<file path="src/rtl/cache_pkg.sv">
// Shared types for the cache request controller: FSM states, default widths and
// the latched CPU request.
package cache_pkg;

  localparam int unsigned AddrWidth = 32;
  localparam int unsigned DataWidth = 8;

  typedef enum logic [2:0] {
    StIdle,
    StLookup,
    StCompare,
    StCwrite,
    StMemReq,
    StMemWait,
    StFill,
    StResp
  } state_e;

  typedef struct packed {
    logic [AddrWidth-1:0] addr;
    logic                 we;
    logic [DataWidth-1:0] wdata;
  } req_t;

endpackage

</file>
<file path="src/rtl/cache_req_ctrl_if.sv">
// CPU, cache_memory and main-memory signals of the request controller.
// slave is the controller's view, master the surrounding system's view.
interface cache_req_ctrl_if
  import cache_pkg::*;
#(
  parameter int unsigned ADDR_W = AddrWidth,
  parameter int unsigned DATA_W = DataWidth
);
  logic              cpu_req_valid;
  logic              cpu_req_ready;
  logic              cpu_req_we;
  logic [ADDR_W-1:0] cpu_addr;
  logic [DATA_W-1:0] cpu_wdata;
  logic              cpu_rsp_valid;
  logic              cpu_rsp_err;
  logic [DATA_W-1:0] cpu_rdata;
  logic [ADDR_W-1:0] cm_address_word;
  logic              cm_try_read;
  logic              cm_try_write;
  logic [DATA_W-1:0] cm_write_data;
  logic [DATA_W-1:0] cm_data;
  logic              cm_hit_miss;
  logic              mem_req_valid;
  logic              mem_req_ready;
  logic              mem_we;
  logic [ADDR_W-1:0] mem_addr;
  logic [DATA_W-1:0] mem_wdata;
  logic              mem_rsp_valid;
  logic [DATA_W-1:0] mem_rdata;

  modport slave (
    input  cpu_req_valid, cpu_req_we, cpu_addr, cpu_wdata, cm_data, cm_hit_miss,
           mem_req_ready, mem_rsp_valid, mem_rdata,
    output cpu_req_ready, cpu_rsp_valid, cpu_rsp_err, cpu_rdata, cm_address_word,
           cm_try_read, cm_try_write, cm_write_data, mem_req_valid, mem_we, mem_addr,
           mem_wdata
  );

  modport master (
    output cpu_req_valid, cpu_req_we, cpu_addr, cpu_wdata, cm_data, cm_hit_miss,
           mem_req_ready, mem_rsp_valid, mem_rdata,
    input  cpu_req_ready, cpu_rsp_valid, cpu_rsp_err, cpu_rdata, cm_address_word,
           cm_try_read, cm_try_write, cm_write_data, mem_req_valid, mem_we, mem_addr,
           mem_wdata
  );
endinterface

</file>
<file path="src/rtl/cache_req_timeout.sv">
// Loadable down-counter; expired is high while the count sits at zero.
module cache_req_timeout #(
  parameter int unsigned Width = 8
) (
  input  logic             clk,
  input  logic             rst,
  input  logic             load,
  input  logic [Width-1:0] load_val,
  input  logic             en,
  output logic             expired
);
  logic [Width-1:0] cnt_q;

  always_ff @(posedge clk or posedge rst) begin
    if (rst) begin
      cnt_q <= '0;
    end else if (load) begin
      cnt_q <= load_val;
    end else if (en && (cnt_q != '0)) begin
      cnt_q <= cnt_q - 1'b1;
    end
  end

  assign expired = (cnt_q == '0);
endmodule

</file>
<file path="src/rtl/cache_req_ctrl.sv">
// Write-through, read-allocate request controller in front of cache_memory.
// Define CACHE_REQ_STATS_EN to add hit/miss/timeout statistics counters.
module cache_req_ctrl
  import cache_pkg::*;
#(
  parameter int unsigned ADDR_W      = AddrWidth,
  parameter int unsigned DATA_W      = DataWidth,
  parameter int unsigned MEM_TIMEOUT = 255
) (
  input  logic                 clk,
  input  logic                 rst,
`ifdef CACHE_REQ_STATS_EN
  input  logic                 stat_clr,
  output logic [31:0]          stat_hits,
  output logic [31:0]          stat_misses,
  output logic [15:0]          stat_timeouts,
`endif
  cache_req_ctrl_if.slave      bus
);
  localparam int unsigned TmoW = $clog2(MEM_TIMEOUT + 1);

  state_e            state_q, state_d;
  req_t              req_q, req_d;
  logic [DATA_W-1:0] data_q, data_d;
  logic              err_q, err_d;
  logic              rsp_valid_q, rsp_err_q;
  logic [DATA_W-1:0] rsp_data_q;
  logic              tmo_load, tmo_en, tmo_expired;
  logic [ADDR_W-1:0] addr;

  assign addr = req_q.addr;

  // Loaded with MEM_TIMEOUT-1 so MEM_WAIT lasts at most MEM_TIMEOUT cycles.
  cache_req_timeout #(
    .Width (TmoW)
  ) u_timeout (
    .clk      (clk),
    .rst      (rst),
    .load     (tmo_load),
    .load_val (TmoW'(MEM_TIMEOUT - 1)),
    .en       (tmo_en),
    .expired  (tmo_expired)
  );

  always_comb begin
    state_d             = state_q;
    req_d               = req_q;
    data_d              = data_q;
    err_d               = err_q;
    tmo_load            = 1'b0;
    tmo_en              = 1'b0;
    bus.cpu_req_ready   = 1'b0;
    bus.cm_address_word = '0;
    bus.cm_try_read     = 1'b0;
    bus.cm_try_write    = 1'b0;
    bus.cm_write_data   = '0;
    bus.mem_req_valid   = 1'b0;
    bus.mem_we          = 1'b0;
    bus.mem_addr        = '0;
    bus.mem_wdata       = '0;
    unique case (state_q)
      StIdle: begin
        bus.cpu_req_ready = 1'b1;
        if (bus.cpu_req_valid) begin
          req_d   = '{addr: bus.cpu_addr, we: bus.cpu_req_we, wdata: bus.cpu_wdata};
          data_d  = '0;
          err_d   = 1'b0;
          state_d = bus.cpu_req_we ? StCwrite : StLookup;
        end
      end
      StLookup: begin
        bus.cm_try_read     = 1'b1;
        bus.cm_address_word = addr;
        state_d             = StCompare;
      end
      StCompare: begin
        if (bus.cm_hit_miss) begin
          data_d  = bus.cm_data;
          state_d = StResp;
        end else begin
          state_d = StMemReq;
        end
      end
      StCwrite: begin
        bus.cm_try_write    = 1'b1;
        bus.cm_address_word = addr;
        bus.cm_write_data   = req_q.wdata;
        state_d             = StMemReq;
      end
      StMemReq: begin
        bus.mem_req_valid = 1'b1;
        bus.mem_we        = req_q.we;
        bus.mem_addr      = addr;
        bus.mem_wdata     = req_q.we ? req_q.wdata : '0;
        if (bus.mem_req_ready) begin
          tmo_load = !req_q.we;
          state_d  = req_q.we ? StResp : StMemWait;
        end
      end
      StMemWait: begin
        tmo_en = 1'b1;
        // A response in the expiry cycle still wins over the timeout.
        if (bus.mem_rsp_valid) begin
          data_d  = bus.mem_rdata;
          state_d = StFill;
        end else if (tmo_expired) begin
          err_d   = 1'b1;
          state_d = StResp;
        end
      end
      StFill: begin
        bus.cm_try_write    = 1'b1;
        bus.cm_address_word = addr;
        bus.cm_write_data   = data_q;
        state_d             = StResp;
      end
      StResp:  state_d = StIdle;
      default: state_d = StIdle;
    endcase
  end

  always_ff @(posedge clk or posedge rst) begin
    if (rst) begin
      state_q     <= StIdle;
      req_q       <= '0;
      data_q      <= '0;
      err_q       <= 1'b0;
      rsp_valid_q <= 1'b0;
      rsp_err_q   <= 1'b0;
      rsp_data_q  <= '0;
    end else begin
      state_q     <= state_d;
      req_q       <= req_d;
      data_q      <= data_d;
      err_q       <= err_d;
      rsp_valid_q <= (state_q == StResp);
      rsp_err_q   <= (state_q == StResp) && err_q;
      rsp_data_q  <= ((state_q == StResp) && !err_q && !req_q.we) ? data_q : '0;
    end
  end

  assign bus.cpu_rsp_valid = rsp_valid_q;
  assign bus.cpu_rsp_err   = rsp_err_q;
  assign bus.cpu_rdata     = rsp_data_q;

`ifdef CACHE_REQ_STATS_EN
  logic hit_evt, miss_evt, tmo_evt;

  assign hit_evt  = (state_q == StCompare) && bus.cm_hit_miss;
  assign miss_evt = (state_q == StCompare) && !bus.cm_hit_miss;
  assign tmo_evt  = (state_q == StMemWait) && !bus.mem_rsp_valid && tmo_expired;

  // Clear takes priority; a coincident increment is dropped.
  always_ff @(posedge clk or posedge rst) begin
    if (rst) begin
      stat_hits     <= '0;
      stat_misses   <= '0;
      stat_timeouts <= '0;
    end else if (stat_clr) begin
      stat_hits     <= '0;
      stat_misses   <= '0;
      stat_timeouts <= '0;
    end else begin
      if (hit_evt && (stat_hits != '1))     stat_hits     <= stat_hits + 1'b1;
      if (miss_evt && (stat_misses != '1))  stat_misses   <= stat_misses + 1'b1;
      if (tmo_evt && (stat_timeouts != '1)) stat_timeouts <= stat_timeouts + 1'b1;
    end
  end
`endif
endmodule

</file>
<file path="src/flat_wrapper.sv">
// flat-port wrapper written by rule: the top's interface ports become plain ports
module cache_req_ctrl_flat import cache_pkg::*;
#(
  parameter int unsigned ADDR_W      = AddrWidth,
  parameter int unsigned DATA_W      = DataWidth,
  parameter int unsigned MEM_TIMEOUT = 255
)
  (clk, rst, bus_cpu_req_valid, bus_cpu_req_we, bus_cpu_addr, bus_cpu_wdata, bus_cm_data, bus_cm_hit_miss, bus_mem_req_ready, bus_mem_rsp_valid, bus_mem_rdata, bus_cpu_req_ready, bus_cpu_rsp_valid, bus_cpu_rsp_err, bus_cpu_rdata, bus_cm_address_word, bus_cm_try_read, bus_cm_try_write, bus_cm_write_data, bus_mem_req_valid, bus_mem_we, bus_mem_addr, bus_mem_wdata);
  cache_req_ctrl_if #(.ADDR_W(ADDR_W), .DATA_W(DATA_W)) bus_i ();
  input  logic clk;
  input  logic rst;
  input wire logic [$bits(bus_i.cpu_req_valid)-1:0] bus_cpu_req_valid;
  input wire logic [$bits(bus_i.cpu_req_we)-1:0] bus_cpu_req_we;
  input wire logic [$bits(bus_i.cpu_addr)-1:0] bus_cpu_addr;
  input wire logic [$bits(bus_i.cpu_wdata)-1:0] bus_cpu_wdata;
  input wire logic [$bits(bus_i.cm_data)-1:0] bus_cm_data;
  input wire logic [$bits(bus_i.cm_hit_miss)-1:0] bus_cm_hit_miss;
  input wire logic [$bits(bus_i.mem_req_ready)-1:0] bus_mem_req_ready;
  input wire logic [$bits(bus_i.mem_rsp_valid)-1:0] bus_mem_rsp_valid;
  input wire logic [$bits(bus_i.mem_rdata)-1:0] bus_mem_rdata;
  output wire logic [$bits(bus_i.cpu_req_ready)-1:0] bus_cpu_req_ready;
  output wire logic [$bits(bus_i.cpu_rsp_valid)-1:0] bus_cpu_rsp_valid;
  output wire logic [$bits(bus_i.cpu_rsp_err)-1:0] bus_cpu_rsp_err;
  output wire logic [$bits(bus_i.cpu_rdata)-1:0] bus_cpu_rdata;
  output wire logic [$bits(bus_i.cm_address_word)-1:0] bus_cm_address_word;
  output wire logic [$bits(bus_i.cm_try_read)-1:0] bus_cm_try_read;
  output wire logic [$bits(bus_i.cm_try_write)-1:0] bus_cm_try_write;
  output wire logic [$bits(bus_i.cm_write_data)-1:0] bus_cm_write_data;
  output wire logic [$bits(bus_i.mem_req_valid)-1:0] bus_mem_req_valid;
  output wire logic [$bits(bus_i.mem_we)-1:0] bus_mem_we;
  output wire logic [$bits(bus_i.mem_addr)-1:0] bus_mem_addr;
  output wire logic [$bits(bus_i.mem_wdata)-1:0] bus_mem_wdata;
  assign bus_i.cpu_req_valid = bus_cpu_req_valid;
  assign bus_i.cpu_req_we = bus_cpu_req_we;
  assign bus_i.cpu_addr = bus_cpu_addr;
  assign bus_i.cpu_wdata = bus_cpu_wdata;
  assign bus_i.cm_data = bus_cm_data;
  assign bus_i.cm_hit_miss = bus_cm_hit_miss;
  assign bus_i.mem_req_ready = bus_mem_req_ready;
  assign bus_i.mem_rsp_valid = bus_mem_rsp_valid;
  assign bus_i.mem_rdata = bus_mem_rdata;
  assign bus_cpu_req_ready = bus_i.cpu_req_ready;
  assign bus_cpu_rsp_valid = bus_i.cpu_rsp_valid;
  assign bus_cpu_rsp_err = bus_i.cpu_rsp_err;
  assign bus_cpu_rdata = bus_i.cpu_rdata;
  assign bus_cm_address_word = bus_i.cm_address_word;
  assign bus_cm_try_read = bus_i.cm_try_read;
  assign bus_cm_try_write = bus_i.cm_try_write;
  assign bus_cm_write_data = bus_i.cm_write_data;
  assign bus_mem_req_valid = bus_i.mem_req_valid;
  assign bus_mem_we = bus_i.mem_we;
  assign bus_mem_addr = bus_i.mem_addr;
  assign bus_mem_wdata = bus_i.mem_wdata;
  cache_req_ctrl #(.ADDR_W(ADDR_W), .DATA_W(DATA_W), .MEM_TIMEOUT(MEM_TIMEOUT)) u_core (.clk(clk), .rst(rst), .bus(bus_i));
endmodule
</file>
<file path="config.mk">
export PLATFORM = sky130hd
export DESIGN_NAME = cache_req_ctrl_flat
export DESIGN_NICKNAME = d
export VERILOG_FILES = /design/src/rtl/cache_pkg.sv /design/src/rtl/cache_req_ctrl_if.sv /design/src/rtl/cache_req_timeout.sv /design/src/rtl/cache_req_ctrl.sv /design/src/flat_wrapper.sv
export SDC_FILE = /design/constraint.sdc
export NUM_CORES = 1
export LEC_CHECK = 0
export BUFFER_PORTS_ARGS = -buffer_cell sky130_fd_sc_hd__buf_4
export CAP_MARGIN = 10
export CORE_UTILIZATION = 48
export DETAILED_ROUTE_END_ITERATION = 8
export PLACE_DENSITY = 0.85
export SLEW_MARGIN = 0
export SYNTH_ARGS = -nofsm -noshare
export SYNTH_HDL_FRONTEND = slang
export SYNTH_HIERARCHICAL = 1
export SYNTH_SLANG_ARGS = --single-unit
</file>
<file path="constraint.sdc">
create_clock -name clk -period 2.2 [get_ports clk]
set_input_delay 0.11 -clock clk [delete_from_list [all_inputs] [get_ports clk]]
set_output_delay 0.11 -clock clk [all_outputs]
set_load 0.1 [all_outputs]
</file>
==> Yosys cells after proc, flatten, opt, wreduce, memory -nomap -nowiden <==
Cells that the tools add are included.
{ "totals": {"reg_bits": 71, "in_bits": 63, "output_inout_bits": 95, "word_cells": 75} }
{ "classes": {"add_sub_neg": 1, "n_eq_ne": 14, "mux": 32, "n_reduce_logical": 18} }
{ "ops": {"columns": ["cell", "count"], "rows": [
  ["two-way mux 32 bit", 2],
  ["two-way mux 8 bit", 8],
  ["one-hot mux 3 bit (8 select lines)", 1],
  ["one-hot mux 8 bit (3 select lines)", 1],
  ["one-hot mux 8 bit (2 select lines)", 1],
  ["equality test 3 bit (second input constant)", 4],
  ["two-way mux 3 bit", 4],
  ["two-way mux 1 bit", 11],
  ["inequality test 2 bit (second input constant)", 5],
  ["zero test 8 bit", 1],
  ["AND reduction 4 bit", 2],
  ["nonzero test 8 bit", 1],
  ["subtractor 8 x 1 -> 8 bit (second input constant)", 1],
  ["equality test 3 x 2 -> 1 bit (second input constant)", 2],
  ["two-way mux 2 bit", 3],
  ["logical AND 1 bit", 4],
  ["nonzero test 2 bit", 2],
  ["equality test 3 x 1 -> 1 bit (second input constant)", 1],
  ["zero test 3 bit", 1],
  ["inequality test 3 x 2 -> 1 bit (second input constant)", 1],
  ["AND reduction 3 bit", 1],
  ["nonzero test 3 bit", 1],
  ["OR reduction 3 bit", 1],
  ["zero test 1 bit", 2],
  ["4 further kinds", 4]
]} }

==> Depth between registers and ports, before layout <==
Gate-level depths: netlist (run 1).
{ "depth": {"depth_word": 5, "ltp_mapped": 7, "mapped_depth_nobuf": 6} }

==> Hierarchy <==
Netlist (run 1), hierarchy kept.
{ "modules_own_cells": {"columns": ["module", "n_inst", "cells_per_inst", "area_per_inst_um2", "seq_area_each_um2"], "rows": [
  ["cache_req_ctrl", 1, 272, 3249.4, 1576.5],
  ["cache_req_timeout", 1, 53, 495.5, 200.2]
]} }

==> Worst setup path before layout (run 1) <==
No wires, ideal clock.
{ "synth_timing": {"path_kind": "register to register", "startpoint": "register u_core.state_q[1]", "endpoint": "register u_core/req_q[8] in the netlist's numbering", "setup_time_ns": 0.125, "arrival_ns": 2.602, "required_ns": 2.075, "path_slack_ns": -0.527, "stages_incl_launch_ff": 7, "n_path_buf": 3, "period_less_slack_ns": 2.727, "cell_sequence": "dfrtp_1 buf_6 nor3_2 and2_1 buf_2 buf_6 mux2_2"} }
{ "synth_via": {"elab_chain_len": 2} }
{ "synth_rtl": {"columns": ["item", "line", "rtl"], "rows": [
  ["start, declared", "cache_req_ctrl.sv:22", "state_e state_q, state_d;"],
  ["start signal, assigned", "cache_req_ctrl.sv:124", "state_q <= StIdle;"],
  ["start signal, assigned", "cache_req_ctrl.sv:132", "state_q <= state_d;"],
  ["zero test 3 bit", "cache_req_ctrl.sv:61", "unique case (state_q)"],
  ["AND reduction 2 bit (no source line)", null, null],
  ["end signal, assigned", "cache_req_ctrl.sv:133", "req_q <= req_d;"],
  ["end, declared", "cache_req_ctrl.sv:23", "req_t req_q, req_d;"]
]} }
No other way between the ends.
A chain may end at the register's enable or synchronous reset.

==> Worst setup path after layout (run 1) <==
{ "layout_timing": {"startpoint": "register u_core.state_q[0]", "endpoint": "output bus_cm_address_word[5]"} }
{ "layout_via": {"elab_chain_len": 3, "elab_cells_between_ends": 5, "classes_between": "3 x eq/ne; 1 x mux; 1 x reduce/logical"} }
{ "layout_rtl": {"columns": ["item", "line", "rtl"], "rows": [
  ["equality test 3 x 1 -> 1 bit (tied with other cells)", "cache_req_ctrl.sv:61", null],
  ["OR reduction 3 bit (no source line) *", null, null],
  ["two-way mux 32 bit *", "cache_req_ctrl.sv:61", null],
  ["end, declared", "flat_wrapper.sv:25", "output wire logic [$bits(bus_i.cm_address_word)-1:0] bus_cm_address_word;"]
]} }
Every way passes the cells marked *; elsewhere a longest branch is shown, timed or not.

==> out/qor.txt, run 1 <==
Post-synth ARST share - 100.0%
initial antenna violation count - 0
Diodes inserted - 0
Crit path largest cell delay - 0.55 ns
status - complete, no violations
starting density of the core - 50.55%
wire per inst - 17.30 um
# H-tree levels - 3
Yosys reg bits - 71
Hold WS - 0.01495 ns
Critical Path AT - 1.93 ns
Layout area overhead - 56.16%
Hold Fails Final Rpt - 0
area leader, netlist - dfrtp_1
maximum fanout along the worst path - 32
Die W - 90.33 um
Rows - 31
CP max stage cell - dfrtp_2
Final Cycle Share - 92.90%
DR WL met3 - 544 um
RSZ-0062 raised after global routing - no
layout cells sized above 1 - 50.28%
Synth Warn # - 6
largest net degree at the start of global routing - 37
Met1 Routed Length - 4.133 mm
minimum clock period - 2.044 ns
Routed WL - 10.90 mm
max_cap viols - 0
first-pass detailed-route iteration total - 4
CORE AREA - 7408 sq um
antenna viol nets, final - 0
Final Net Count - 591
Die H - 90.33 um
Root Driver - clkbuf_8
DRC - 0
via count - 3286
post-layout util - 78.94%
IO buf count - 157
Remaining Overflow, GRT - 0
Synth top area share - 47.44%
die area - 8159 sq um
filler cell count in the final layout - 450
Mapped Cells - 325
worst min-delay path class - in -> reg
top post-synthesis cells by area - dfrtp_1 (47%), mux2_1 (12%), and2_1 (7.5%), nor2b_1 (7.4%), mux2_4 (3.6%)
Total GRT Usage - 27.04%
synthesized cell area - 3745 sq um
cts bufs inserted - 9
Worst setup SP type - flip-flop
WL met2 - 5.811 mm
Cells after DPL - 576
clk sinks - 71
average cell area after synthesis - 11.52 sq um
setup violators final - 0
Rel. slew slack - 55.55%
Seq/Total Area, Yosys - 47.44%
Worst Setup Path Type - reg -> out
clock skew - 0.008133 ns
Non-Filler Instances - 630
Distinct cells, synth - 49
worst path bufs/invs - 2
placed wire-length estimate - 7.266 mm
CTS tree - done
Final Max Slew Viols - 0
max frequency - 489.3 MHz
worst-case clock buffer depth - 2
# IOs - 158
DR vias/cell - 5.216
Slew @ Worst Pin - 0.6575 ns
Crit path max-delay family - buffers and inverters
Post-synth EDFFs - 0
DR top layer - met4
1st-iter DRT viols - 94
critical path capture point type - primary output
number of global-route vias before repair - 3545
Most used DFF post-synth - dfrtp_1
Worst-path clk slew - 0.07 ns
Worst-Skew Late Latency - 0.34 ns
required time of the critical path - 2.09 ns
CP Cell Sequence - nor2b_1, a21oi_2, buf_4, nor2b_1, buf_4
first-pass GRT wire length - 17.12 mm
GPL Wtd Cong - 0.8291
-- area by class of cell --
cell class	count	area (sq um)	area share, %
Multi-Input combinational cell	233	2009	34.36
Sequential cell	71	1780	30.45
Timing Repair Buffer	205	1657	28.33
Clock buffer	11	151.4	2.589
Tap cell	99	123.9	2.118
Clock inverter	5	103.9	1.776
Inverter	6	22.52	0.3851
-- cell families after synthesis --
kind of cell | Yosys count | share of synthesized area [%]
adder cells (fa/ha/maj) | 2 | 0.6681
AND/OR/NAND/NOR | 129 | 22.39
XOR/XNOR | 4 | 0.9357
buffers and inverters | 27 | 4.377
multiplexers | 51 | 16.24
flip-flops | 71 | 47.44
other | 2 | 0.2005
AO/OA/AOI/OAI | 39 | 7.752
-- cells in the mapped netlist, drive strengths merged (2+ instances only) --
library cell / instances
o22ai: 2
inv: 6
nor2b: 44
nand2b: 3
nor3b: 4
o21ai: 8
and2: 45
conb: 2
a22oi: 9
mux2: 51
ha: 2
dfrtp: 71
nor3: 3
clkbuf: 5
a22o: 9
and3: 9
a21oi: 2
xor2: 2
a2111oi: 2
nor2: 5
buf: 16
nand2: 8
xnor2: 2
-- repair_timing --
item / CTS / global route
setup buffers: 1 / 0
resized for setup: 0 / 4
endpoints found under the hold margin: 71 / 0
hold buffers: 37 / 0
setup endpoints to repair: 33 / 64
pin swaps: 1 / 0
-- per-stage QoR --
stage                     worst slack, ns  area, sq um  TNS, ns
after floorplan                   -0.3710         3969   -15.18
after global placement             0.2771         5210        0
after detailed placement           0.1874         5210        0
after CTS                         0.01787         5843        0
after global routing              0.03829         5848        0
final                              0.1561         5848        0
-- sequential cells by signal (all words and copies together), names as in the netlist --
signal	flops
u_core/bus.cpu_rsp_valid	1
u_core/bus.cpu_rsp_err	1
u_core/u_timeout/cnt_q	8
u_core/bus.cpu_rdata	8
u_core/req_q	9
u_core/addr	32
u_core/state_q	3
u_core/data_q	8
u_core/err_q	1
-- cells in the final DEF (no fill, tap or decap), types with 8 or more instances in the layout --
cell / n
a22o_1: 9
a22oi_1: 9
and2_1: 35
and2_2: 10
and3_1: 9
buf_4: 166
clkbuf_8: 11
conb_1: 8
dfrtp_1: 68
dlygate4sd3_1: 37
mux2_4: 47
nand2_1: 8
nor2b_1: 36
nor2b_2: 8
-- metal layers --
metal  track usage, %  vias to the layer above
li1                 -                     1507
met1            29.95                     1619
met2            48.22                      129
met3            5.892                       31
met4            14.65                        0
met5                0                        -
-- path summary, 6_finish.rpt --
path                                             end                      start  depth (start not counted)  slack [ns]
max in group asynchronous          u_core/state_q[0]                        rst                          4        1.19
max reg2reg                        u_core/state_q[1]  u_core/u_timeout/cnt_q[0]                          6        0.16
min                                  u_core/addr[31]           bus_cpu_addr[31]                          2        0.01
max                           bus_cm_address_word[5]          u_core/state_q[0]                          5        0.16
min in group asynchronous  u_core/u_timeout/cnt_q[1]                        rst                          3        0.29
min reg2reg                          u_core/addr[30]            u_core/addr[30]                          1        0.52
-- worst register-to-register path, cell delays in order (launching register included) --
cell	delay, ns
dfrtp_1	0.39
inv_1	0.11
ha_1	0.18
or4b_4	0.50
nor2_1	0.23
nor3_1	0.12
a2111oi_1	0.38
Power of run 1 is not shown: default switching activity piles up to over one toggle a cycle in this logic, so the estimate is an artifact.
==> run 2: changes to the inputs <==
--- a/config.mk
+++ b/config.mk
@@ -7,9 +7,10 @@
 export LEC_CHECK = 0
 export BUFFER_PORTS_ARGS = -buffer_cell sky130_fd_sc_hd__buf_4
 export CAP_MARGIN = 10
-export CORE_UTILIZATION = 48
+export CORE_MARGIN = 10
+export CORE_UTILIZATION = 44
 export DETAILED_ROUTE_END_ITERATION = 8
-export PLACE_DENSITY = 0.85
+export PLACE_DENSITY = 0.82
 export SLEW_MARGIN = 0
 export SYNTH_ARGS = -nofsm -noshare
 export SYNTH_HDL_FRONTEND = slang
==> constraint.sdc (replaced) <==
create_clock -name clk -period 1.6 [get_ports clk]
set_input_delay 0.08 -clock clk [delete_from_list [all_inputs] [get_ports clk]]
set_output_delay 0.08 -clock clk [all_outputs]
set_load 0.1 [all_outputs]
==> run 2 against run 1 <==
The run now fails in 4_1_cts. Synthesized cell count stayed put. Synthesized area is the same.
==> out/qor.txt, run 2 <==
clk sinks - 71 (unchanged)
Root Driver - clkbuf_8
Synth Warn # - 6 (unchanged)
Mapped Cells - 325 (unchanged)
post-CTS resize count - 339 (+339)
hold_buf cts - 43 (+16%)
GPL Wtd Cong - 0.8640 (+4.2%)
Synth top area share - 47.44% (unchanged)
Post-synth ARST share - 100.0% (unchanged)
error message - [ERROR DPL-0033] detailed placement checks failed during check placement.
Yosys reg bits - 71 (unchanged)
Most used DFF post-synth - dfrtp_1
cts bufs inserted - 9 (unchanged)
Rows - 33 (+6.5%)
synth cell count leaders - dfrtp_1 (71), and2_1 (45), nor2b_1 (44)
Post-synth EDFFs - 0 (unchanged)
# H-tree levels - 3 (unchanged)
placed wire-length estimate - 9.116 mm (+25%)
last stage reached - 4_1_cts
Die H - 112.3 um (+24%)
average cell area after synthesis - 11.52 sq um (unchanged)
Distinct cells, synth - 49 (unchanged)
area leader, netlist - dfrtp_1
status - did not finish
starting density of the core - 45.35% (-5.2 points)
# IOs - 158 (unchanged)
synthesized cell area - 3745 sq um (unchanged)
Die W - 112.3 um (+24%)
count leader, synth - dfrtp_1
IO buf count - 157 (unchanged)
top post-synthesis cells by area - dfrtp_1 (47%), mux2_1 (12%), and2_1 (7.5%), nor2b_1 (7.4%), mux2_4 (3.6%)
Seq/Total Area, Yosys - 47.44% (unchanged)
worst-case clock buffer depth - 2 (unchanged)
postcts setup bufs - 15 (+14)
[run 2: cell counts after synthesis]
Identical to the previous run, type by type.
[run 2: logic make-up after synthesis]
logic type / synth area share (%)
compound gates: 7.752
simple gates: 22.39
flops: 47.44
xor+xnor: 0.9357
mux: 16.24
fa+ha+maj: 0.6681
buf+inv: 4.377
other cells: 0.2005
[run 2: through the flow]
stage          util, %  TNS (ns)  cells  setup WS [ns]  area, sq um
3_5_place_dp     69.91    -10.29    610        -0.2084         5773
3_3_place_gp     69.91    -3.149    610        -0.1550         5773
2_1_floorplan        -    -28.80    331        -0.6223         4315
==> run 3: changes to the inputs <==
--- a/config.mk
+++ b/config.mk
@@ -8,9 +8,9 @@
 export BUFFER_PORTS_ARGS = -buffer_cell sky130_fd_sc_hd__buf_4
 export CAP_MARGIN = 10
 export CORE_MARGIN = 10
-export CORE_UTILIZATION = 44
+export CORE_UTILIZATION = 40
 export DETAILED_ROUTE_END_ITERATION = 8
-export PLACE_DENSITY = 0.82
+export PLACE_DENSITY_LB_ADDON = 0.15
 export SLEW_MARGIN = 0
 export SYNTH_ARGS = -nofsm -noshare
 export SYNTH_HDL_FRONTEND = slang
==> constraint.sdc (replaced) <==
create_clock -name clk -period 2.1 [get_ports clk]
set_input_delay 0.105 -clock clk [delete_from_list [all_inputs] [get_ports clk]]
set_output_delay 0.105 -clock clk [all_outputs]
set_load 0.1 [all_outputs]
==> run 3 against run 2 <==
The run now ends clean.
==> out/qor.txt, run 3 (same netlist as run 1, synthesis figures left out) <==
status - complete, no violations
Worst Setup Path Type - reg -> out
Hold Path Origin - bus_cpu_wdata[4]
worst-case clock buffer depth - 2 (unchanged)
max_cap viols - 0
filler cell count in the final layout - 699
Die H - 116.8 um (+4.0%)
Diodes inserted - 0
Routed WL - 11.29 mm
r2r setup slk - 0.18 ns
clk sinks - 71 (unchanged)
Final Max Slew Viols - 0
worst min-delay path class - in -> reg
Critical Path AT - 1.90 ns
DRC - 0
Hold Fails Final Rpt - 0
critical path capture point type - primary output
clock skew - 0.005112 ns
Final Cycle Share - 95.62%
setup violators final - 0
Hold Path Stages - 2
initial antenna violation count - 0
number of global-route vias before repair - 3380
Total GRT Usage - 16.86%
required time of the critical path - 2.00 ns
max frequency - 498.0 MHz
GPL Wtd Cong - 0.8880 (+2.8%)
first-pass detailed-route iteration total - 4
CTS tree - done
Worst-path clk slew - 0.07 ns
DR vias/cell - 4.827
RSZ-0062 raised after global routing - yes
Register-to-Register Path Depth - 6
first-pass GRT wire length - 18.07 mm
Slew @ Worst Pin - 0.5928 ns
post-layout util - 65.69%
die area - 13630 sq um
antenna viol nets, final - 0
Remaining Overflow, GRT - 0
Worst-Skew Late Latency - 0.33 ns
Die W - 116.8 um (+4.0%)
placed wire-length estimate - 8.310 mm (-8.8%)
RR Startpoint - u_core/u_timeout/cnt_q[0]
cts bufs inserted - 9 (unchanged)
commonest non-fill, non-tap cells in the layout - buf_4 (142), dfrtp_1 (70), mux2_4 (49), dlygate4sd3_1 (41)
Largest register FFs - 32
Worst setup SP type - flip-flop
Rel. slew slack - 59.92%
Rows - 35 (+6.1%)
starting density of the core - 40.72% (-4.6 points)
wire per inst - 17.39 um
maximum fanout along the worst path - 9
Layout area overhead - 61.31%
via count - 3133
IO buf count - 157 (unchanged)
# H-tree levels - 3 (unchanged)
layout cells sized above 1 - 49.63%
most common cell after layout, fill and taps aside - buf_4
# IOs - 158 (unchanged)
CORE AREA - 9196 sq um
largest net degree at the start of global routing - 43
Root Driver - clkbuf_8
Hold EP - u_core/req_q[4]
R2R Path End - u_core/state_q[1]
1st-iter DRT viols - 136
Final Net Count - 598
minimum clock period - 2.008 ns
-- run 3: area by class of cell --
class	count	area (sq um)	share of cell area (%)
multi-input cells	233	2027	33.55
repair buffers	212	1851	30.63
flip-flops and latches	71	1778	29.43
clock buffers	13	158.9	2.630
well taps	111	138.9	2.299
clock inverters	3	65.06	1.077
inverters	6	22.52	0.3728
-- run 3: how the worst max path moves through the flow --
| stage | from | to | cells past startpoint |
|---|---|---|---|
| 4_1_cts | u_core/state_q[2] | bus_mem_wdata[4] | 5 |
| 6_report | u_core/state_q[0] | bus_cm_write_data[7] | 5 |
| 5_1_grt | u_core/u_timeout/cnt_q[0] | u_core/state_q[1] | 6 |
| 3_3_place_gp | u_core/u_timeout/cnt_q[0] | u_core/state_q[1] | 6 |
| 2_1_floorplan | u_core/state_q[0] | bus_cm_address_word[10] | 6 |
| 3_5_place_dp | u_core/u_timeout/cnt_q[0] | u_core/state_q[1] | 6 |
-- run 3: timing repair --
item                                    CTS  global route
resized for setup                         2            30
endpoints found under the setup margin   72            68
pin swaps                                 1             0
setup buffers                             1             0
hold endpoints to repair                112             0
hold buffers                             41             0
-- run 3: routing by layer --
| layer | track usage, % | routed length, um |
|---|---|---|
| met5 | 0 | 0 |
| met2 | 28.05 | 5696 |
| met3 | 4.314 | 782 |
| met1 | 20.21 | 4599 |
| met4 | 7.084 | 211 |
-- run 3: per-stage QoR --
stage / area, sq um / setup WS, ns / cells / hold WS (ns) / TNS [ns]
finish: 6041 / 0.09208 / 649 / 0.02617 / 0
global route: 6041 / -0.01659 / 649 / 0.002422 / -0.01858
CTS: 5933 / 0.02199 / 649 / 0.007283 / 0
detailed placement: 5268 / 0.08896 / 591 / -0.01638 / 0
global placement: 5268 / 0.1498 / 591 / -0.01553 / 0
floorplan: 3976 / -0.4660 / 331 / -0.07934 / -22.51
-- run 3: worst max-delay path: stages, from the launching register on --
cell     delay, ns
dfrtp_1       0.48
nor2b_1       0.30
buf_4         0.23
a22oi_1       0.11
nor2b_2       0.15
buf_4         0.30
Power of run 3 is left out for the same reason.
==> run 4: changes to the inputs <==
--- a/config.mk
+++ b/config.mk
@@ -10,6 +10,7 @@
 export CORE_MARGIN = 10
 export CORE_UTILIZATION = 40
 export DETAILED_ROUTE_END_ITERATION = 8
+export GPL_ROUTABILITY_DRIVEN = 0
 export PLACE_DENSITY_LB_ADDON = 0.15
 export SLEW_MARGIN = 0
 export SYNTH_ARGS = -nofsm -noshare
==> constraint.sdc (replaced) <==
create_clock -name clk -period 2 [get_ports clk]
set_input_delay 0.1 -clock clk [delete_from_list [all_inputs] [get_ports clk]]
set_output_delay 0.1 -clock clk [all_outputs]
set_load 0.1 [all_outputs]
==> run 4 against run 3 <==
Critical path type unchanged. Final area increased by 4.1%. Largest cell class unchanged. Core utilization grew 2.7 points. Sequential share of layout area is 1.1 points lower. Critical path depth did not move. Via count increased by 2.6%. Clock skew up 0.0036 ns. Highest routed layer unchanged.
==> out/qor.txt, run 4 (same netlist as run 1, synthesis figures left out) <==
clk sinks - 71 (unchanged)
Largest register FFs - 32 (unchanged)
Worst-Skew Late Latency - 0.34 ns (about the same)
minimum clock period - 1.957 ns
Slew @ Worst Pin - 0.5283 ns (-0.06451 ns)
Rel. slew slack - 64.73% (+4.8 points)
max frequency - 511.0 MHz
most common cell after layout, fill and taps aside - buf_4
initial antenna violation count - 2 (+2)
Critical Path AT - 1.86 ns (-0.04 ns)
Routed WL - 11.74 mm (+4.0%)
Worst Setup Path Type - reg -> out
critical path capture point type - primary output
# IOs - 158 (unchanged)
required time of the critical path - 1.90 ns (-0.10 ns)
Layout area overhead - 67.86%
Total GRT Usage - 16.91% (+0.050 points)
wire per inst - 17.73 um (+1.9%)
Rows - 35 (unchanged)
Die H - 116.8 um (unchanged)
Final Max Slew Viols - 0 (unchanged)
Hold Fails Final Rpt - 0 (unchanged)
first-pass detailed-route iteration total - 5 (+1)
RR Startpoint - u_core/u_timeout/cnt_q[0]
DRC - 0 (unchanged)
layout cells sized above 1 - 57.19% (+7.6 points)
Worst setup SP type - flip-flop
filler cell count in the final layout - 684 (-2.1%)
Critical Path Source - u_core/state_q[1]
clock skew - 0.008709 ns (+0.003598 ns)
status - complete, no violations
antenna viol nets, final - 0 (unchanged)
Root Driver - clkbuf_8
Remaining Overflow, GRT - 0 (unchanged)
DR WL met3 - 1.093 mm (+40%)
Final Net Count - 609 (+1.8%)
setup violators final - 0 (unchanged)
commonest non-fill, non-tap cells in the layout - buf_4 (175), dfrtp_1 (68), mux2_4 (49), dlygate4sd3_1 (40), and2_1 (35)
worst-case clock buffer depth - 2 (unchanged)
IO buf count - 157 (unchanged)
maximum fanout along the worst path - 12 (+3)
Final Cycle Share - 97.86%
# H-tree levels - 3 (unchanged)
DR vias/cell - 4.858 (+0.63%)
die area - 13630 sq um (unchanged)
Met1 Routed Length - 4.937 mm (+7.3%)
worst min-delay path class - in -> reg
largest net degree at the start of global routing - 29 (-33%)
RSZ-0062 raised after global routing - yes
dpl cell area - 5567 sq um (+5.7%)
WL met2 - 5.592 mm (-1.8%)
number of global-route vias before repair - 3377 (-0.089%)
placed wire-length estimate - 8.376 mm (+0.79%)
via count - 3216 (+2.6%)
starting density of the core - 40.72% (unchanged)
DR top layer - met4
CTS tree - done
max_cap viols - 0 (unchanged)
1st-iter DRT viols - 157 (+15%)
CORE AREA - 9196 sq um (unchanged)
Worst-path clk slew - 0.07 ns (about the same)
Hold Path Origin - bus_cpu_wdata[5]
final instance area - 6286 sq um (+4.1%)
Die W - 116.8 um (unchanged)
cts bufs inserted - 9 (unchanged)
first-pass GRT wire length - 18.25 mm (+0.99%)
[run 4: changes by cell type in the layout (fill, tap and decap cells not counted), moves of 2 or more]
cell / before / now
and2_2: 10 / 1
and2_4: 0 / 9
buf_4: 142 / 175
buf_6: 23 / 1
clkbuf_1: 2 / 0
clkbuf_16: 0 / 2
clkinv_2: 1 / 3
clkinvlp_4: 0 / 2
dfrtp_1: 70 / 68
dfrtp_2: 1 / 3
diode_2: 0 / 2
nor2b_1: 35 / 5
nor2b_4: 0 / 30
[run 4: worst max-delay path: stages (launching register included)]
cell and delay [ns]:
dfrtp_2 0.47, buf_4 0.20, a21oi_4 0.29, buf_6 0.28
nor2b_4 0.05, buf_4 0.23
[run 4: layout make-up]
| cell class | instances | area (sq um) | area share [%] |
|---|---|---|---|
| diodes | 2 | 5.005 | 0.07962 |
| flip-flops and latches | 71 | 1780 | 28.32 |
| repair buffers | 223 | 1876 | 29.84 |
| multi-input cells | 233 | 2266 | 36.05 |
| inverters | 6 | 22.52 | 0.3583 |
| clock inverters | 6 | 60.06 | 0.9554 |
| well taps | 111 | 138.9 | 2.209 |
| clock buffers | 10 | 137.6 | 2.189 |
[run 4: per-layer routing]
layer  track usage [%]  vias to the layer above
met5                 0                        -
met4             3.954                        0
met3             6.626                       10
met2             27.75                      123
met1             20.40                     1545
li1                  -                     1538
[run 4: stage by stage]
step           worst slack, ns  util, %  std cells  setup TNS (ns)  hold slack [ns]
6_report               0.04288    68.35        662               0         0.005543
5_1_grt               -0.01028    68.35        662        -0.06211         0.001116
4_1_cts               0.007488    67.35        652               0      0.000003691
3_5_place_dp            0.1163    60.53        595               0          0.09741
3_3_place_gp            0.1725    60.53        595               0          0.08943
2_1_floorplan          -0.3943        -        331          -12.89         -0.08434
[run 4: final timing paths]
kind,to,slack [ns],depth (start not counted)
worst max register to register,u_core/state_q[1],0.12,6
worst max-delay path,bus_cm_address_word[30],0.04,5
max in group asynchronous,u_core/data_q[2],1.03,4
worst min-delay path,u_core/req_q[5],0.006,2
worst min register to register,u_core/bus.cpu_rdata[2],0.53,1
min in group asynchronous,u_core/u_timeout/cnt_q[7],0.29,3
[run 4: what timing repair did]
action,4_1_cts,5_1_grt
hold buffers,38,2
buffers inserted,2,4
resized for setup,5,3
hold endpoints to repair,67,2
cloned,1,2
setup endpoints to repair,82,29
Power of run 4 is left out for the same reason.
